[src/rtl/value_uart_tx.sv]
// value_uart_tx: sends each new counter value as one 8N1 UART byte.
// Changes that arrive while a frame is in flight are merged, and only the
// latest value is queued for the next frame.
module value_uart_tx #(
  parameter int unsigned CLKS_PER_BIT = 434,
  parameter int unsigned CNT_W        = $clog2(CLKS_PER_BIT)
) (
  input  logic       clk,
  input  logic       rst,
  input  logic [7:0] value,
  output logic       tx,
  output logic       busy
);

  localparam logic [CNT_W-1:0] BAUD_LAST = CNT_W'(CLKS_PER_BIT - 1);
  localparam logic [2:0]       LAST_BIT  = 3'd7;

  typedef enum logic [1:0] {
    IDLE  = 2'd0,
    START = 2'd1,
    DATA  = 2'd2,
    STOP  = 2'd3
  } state_t;

  state_t           state, state_n;
  logic             tx_n, busy_n;
  logic [CNT_W-1:0] baud_cnt, baud_cnt_n;
  logic [2:0]       bit_idx, bit_idx_n;
  logic [7:0]       shreg, shreg_n;
  logic             pending, pending_n;
  logic [7:0]       snapshot, snapshot_n;
  logic [7:0]       last_value, last_value_n;
  logic             baud_done;

  assign baud_done = (baud_cnt == BAUD_LAST);

  // State and output registers; last_value tracks value during reset so the
  // value present at reset release is not sent.
  always_ff @(posedge clk) begin
    if (rst) begin
      state      <= IDLE;
      tx         <= 1'b1;
      busy       <= 1'b0;
      baud_cnt   <= '0;
      bit_idx    <= '0;
      shreg      <= '0;
      pending    <= 1'b0;
      snapshot   <= '0;
      last_value <= value;
    end else begin
      state      <= state_n;
      tx         <= tx_n;
      busy       <= busy_n;
      baud_cnt   <= baud_cnt_n;
      bit_idx    <= bit_idx_n;
      shreg      <= shreg_n;
      pending    <= pending_n;
      snapshot   <= snapshot_n;
      last_value <= last_value_n;
    end
  end

  // Next-state logic: frame sequencing, then change detect (which wins over
  // the pending clear in IDLE so a same-cycle change is never lost).
  always_comb begin
    state_n      = state;
    tx_n         = tx;
    busy_n       = busy;
    baud_cnt_n   = baud_cnt;
    bit_idx_n    = bit_idx;
    shreg_n      = shreg;
    pending_n    = pending;
    snapshot_n   = snapshot;
    last_value_n = last_value;

    case (state)
      IDLE: begin
        tx_n   = 1'b1;
        busy_n = 1'b0;
        if (pending) begin
          shreg_n    = snapshot;
          pending_n  = 1'b0;
          tx_n       = 1'b0;
          busy_n     = 1'b1;
          baud_cnt_n = '0;
          state_n    = START;
        end
      end
      START: begin
        if (baud_done) begin
          baud_cnt_n = '0;
          bit_idx_n  = '0;
          tx_n       = shreg[0];
          state_n    = DATA;
        end else begin
          baud_cnt_n = baud_cnt + CNT_W'(1);
        end
      end
      DATA: begin
        if (baud_done) begin
          baud_cnt_n = '0;
          if (bit_idx == LAST_BIT) begin
            tx_n    = 1'b1;
            state_n = STOP;
          end else begin
            shreg_n   = {1'b0, shreg[7:1]};
            tx_n      = shreg[1];
            bit_idx_n = bit_idx + 3'd1;
          end
        end else begin
          baud_cnt_n = baud_cnt + CNT_W'(1);
        end
      end
      STOP: begin
        if (baud_done) begin
          baud_cnt_n = '0;
          busy_n     = 1'b0;
          state_n    = IDLE;
        end else begin
          baud_cnt_n = baud_cnt + CNT_W'(1);
        end
      end
      default: begin
        state_n = IDLE;
        tx_n    = 1'b1;
        busy_n  = 1'b0;
      end
    endcase

    if (value != last_value) begin
      last_value_n = value;
      snapshot_n   = value;
      pending_n    = 1'b1;
    end
  end

endmodule

[config.mk]
export PLATFORM = sky130hd
export DESIGN_NAME = value_uart_tx
export DESIGN_NICKNAME = d
export VERILOG_FILES = /design/src/rtl/value_uart_tx.sv
export SDC_FILE = /design/constraint.sdc
export NUM_CORES = 1
export LEC_CHECK = 0
export ABC_AREA = 1
export BUFFER_PORTS_ARGS = -buffer_cell sky130_fd_sc_hd__buf_4
export CORE_MARGIN = 3
export CORE_UTILIZATION = 55
export CTS_CLUSTER_SIZE = 28
export DETAILED_ROUTE_END_ITERATION = 16
export PLACE_DENSITY = 0.74
export RECOVER_POWER = 100
export REMOVE_ABC_BUFFERS = 1
export SYNTH_ARGS = -nofsm -noshare
export SYNTH_HDL_FRONTEND = slang
export SYNTH_SLANG_ARGS = --single-unit
[constraint.sdc]
create_clock -name clk -period 3.62 [get_ports clk]
set_input_delay 0.724 -clock clk [delete_from_list [all_inputs] [get_ports clk]]
set_output_delay 0.724 -clock clk [all_outputs]
set_load 0.05 [all_outputs]
==> results by group <==
Hold path
  – Hold path cells: 2
  – Hold Path Class: reg -> reg

Global routing
  – First-pass GRT wire length: 6.996 mm
  – Gr usage total: approximately a fifth
  – Vias in the first global route: 1,617
  – Largest net degree at the start of global routing: 24
  – Initial antenna violation count: 0
  – Grt total ovfl: 0

Die
  – Die width: between 60 and 70 microns
  – I/O pins: 12
  – Rows: 22
  – Initial Utilization: 58.08%
  – Die ar.: around 4700 sq um
  – Die Ht: approximately 70 microns
  – Core Box Area: 3716 sq um

Routing
  – Router iterations before antenna repair: 4
  – Via count: around 1,800
  – Detailed Route WL: slightly above 4 mm
  – DRT iter0 DRCs: ~150
  – Antenna Nets Post-Route: 0
  – Via-per-instance ratio: 5.099
  – Drt drc: 0
  – Avg WL per Cell: around 11 microns

Logic synthesis
  – Post-Synthesis Cells: about 300
  – Ys flop type: dfxtp_1
  – Synth area leader: dfxtp_1
  – Post-synth ARST share: 0%
  – Yosys top cell area share: a little under a third
  – Seq/Total Area, Yosys: a little over two fifths
  – Largest cells by area after synthesis: dfxtp_1, nand2_1, edfxtp_1, inv_1, nor2_1
  – Yosys Warn Count: 0
  – Post-synthesis cell type count: 29
  – Syn avg cell area: around 7.1 sq um
  – Count leader, synth: nand2_1
  – Top cells by count, synth: nand2_1, inv_1, nor2_1, dfxtp_1, a21oi_1
  – Number of synthesized flops with an enable pin: 8
  – Synth Register Bits: just over 40
  – Synth Cell Area: between 2000 and 2500 sq um

Timing
  – Fmax: 0.4034 GHz
  – Measured slew at the worst slew-check pin: between 1 and 1.5 ns
  – Slew headroom: 25.56%
  – Final hold viol count: 0
  – Fin crit share: 68.49%
  – Setup violators final: 0
  – Setup TNS Final: 0 ns
  – Final Skew: 0.003539 ns
  – Post-route minimum period: 2.479 ns
  – RSZ-0062 raised after global routing: no
  – Pins Over Slew Limit: 0

CTS
  – Cts bufs inserted: 5
  – Hold-fix buffers, CTS: 0
  – CTS resizes: 0
  – CTS Buffer Depth: 2
  – CTS tree: done
  – Clock Tree Root: clkbuf_8
  – Clk_lat worst skew: between 0.2 and 0.3 ns
  – Worst-path clk slew: around 0.070 ns
  – Htree depth: 2
  – Post-CTS Setup Bufs: 0
  – Sink Count: just over 40

Critical path
  – Data required time of the worst path: 3.80 ns
  – Crit end category: flip-flop
  – Worst Path Arrival: around 2.7 ns
  – CP startpoint kind: flip-flop
  – Worst Reg-to-Reg Cells: 8
  – WS Path Type: reg -> reg
  – Worst Path Max Fanout: 23

Pwr
  – Pint: a little over 800 uW
  – Sw Share: 37.59%
  – Clock share of power: between 20% and 30%
  – Switching power: around 490 uW
  – Leakage power: 0.0009869 uW
  – Logic pwr share: 33.9%
  – Pwr Density: 566.6 nW/um^2
  – Sequential Power Share: between 40% and 50%
  – Peak supply drop: ~0.00024 V

Final layout
  – Area Growth Syn to Fin: 6.493%
  – Layout cells sized above 1: under 10%
  – Ant diodes: 0
  – Final core occ: roughly three fifths
  – # nets final: 332

Placement
  – Port bufs: 11
  – Gpl congestion: around 0.8
  – Post-DP HPWL: between 3 and 4 mm

Job
  – Max_cap viols: 0

Status
  – Status: finished clean
## area by class of cell
cell class | count | area, sq um
fill | 347 | 1418
multi-input combinational | 212 | 1041
sequential | 41 | 900.9
inverter | 41 | 153.9
clock buffer | 8 | 90.09
tap | 48 | 60.06
timing repair buffer | 12 | 52.55
## cell usage in the layout (no fill, tap or decap)
master    synthesis  layout
nand2_1          81      81
inv_1            36      37
nor2_1           36      37
dfxtp_1          33      33
a21oi_1          22      22
o21ai_0          19      20
nand3_1          17      17
clkbuf_1          4      12
nand4_1          11      11
ha_1              9       9
edfxtp_1          8       8
clkbuf_8          0       6
xnor2_1           4       4
inv_2             4       3
nor3_1            2       2
buf_4             1       2
clkinv_1          1       1
nand2_2           1       1
or2_0             0       1
and2_1            1       1
nand2_4           1       1
nand3_4           1       1
xor2_1            1       1
o21a_1            1       1
or2_2             1       1
o22ai_1           1       1
## worst max-delay path: stages, from the launching register on
cell	delay (ns)
dfxtp_1	0.34
inv_1	0.11
ha_1	0.62
inv_1	0.15
or2_0	0.31
o21ai_0	0.45
nand3_4	0.20
nand2_1	0.11
a21oi_1	0.07
## state kept, by name (all words and copies together), names as in the netlist
name        cells
baud_cnt        9
bit_idx         3
busy            1
last_value      8
pending         1
shreg           8
snapshot        8
state           2
tx              1
## final timing paths
path	start	to	slack, ns
setup / recovery	state[0]$_SDFFE_PP0P_	shreg[4]$_SDFFE_PP0P_	1.14
hold / removal	shreg[7]$_SDFFE_PP0P_	shreg[7]$_SDFFE_PP0P_	0.47
setup reg to reg	state[0]$_SDFFE_PP0P_	shreg[4]$_SDFFE_PP0P_	1.14
hold reg to reg	shreg[7]$_SDFFE_PP0P_	shreg[7]$_SDFFE_PP0P_	0.47
## routing by layer
metal | global-route usage (%) | vias to the layer above | wire [microns]
met5 | 0 | - | 0
met4 | 6.948 | 0 | 25
met3 | 5.348 | 4 | 148
met2 | 32.54 | 28 | 1943
met1 | 24.95 | 829 | 1966
li1 | - | 985 | -
## logic make-up after synthesis
kind of cell    synth area share [%]
fa+ha+maj                      5.217
flops                          41.74
buf+inv                        9.391
simple gates                   30.73
compound gates                 10.90
xor+xnor                       2.029
## through the flow
stage	setup slack, ns	hold slack [ns]	power, uW	area [sq um]	instances
floorplan	1.776	0.4351	925.1	2110	294
global placement	1.461	0.4502	1034	2260	354
detailed placement	1.420	0.4538	1035	2260	354
CTS	1.484	0.4647	1338	2350	362
global route	0.8628	0.4880	1402	2298	362
finish	1.141	0.4675	1302	2298	362
## power by group through the flow
stage,clock network (uW),registers [uW],logic (uW)
after global routing,330,569,503
after CTS,310,561,468
after detailed placement,0,570,465
final,300,561,441
after floorplan,0,595,330
after global placement,0,569,465
(Power assumes the default switching activity.)
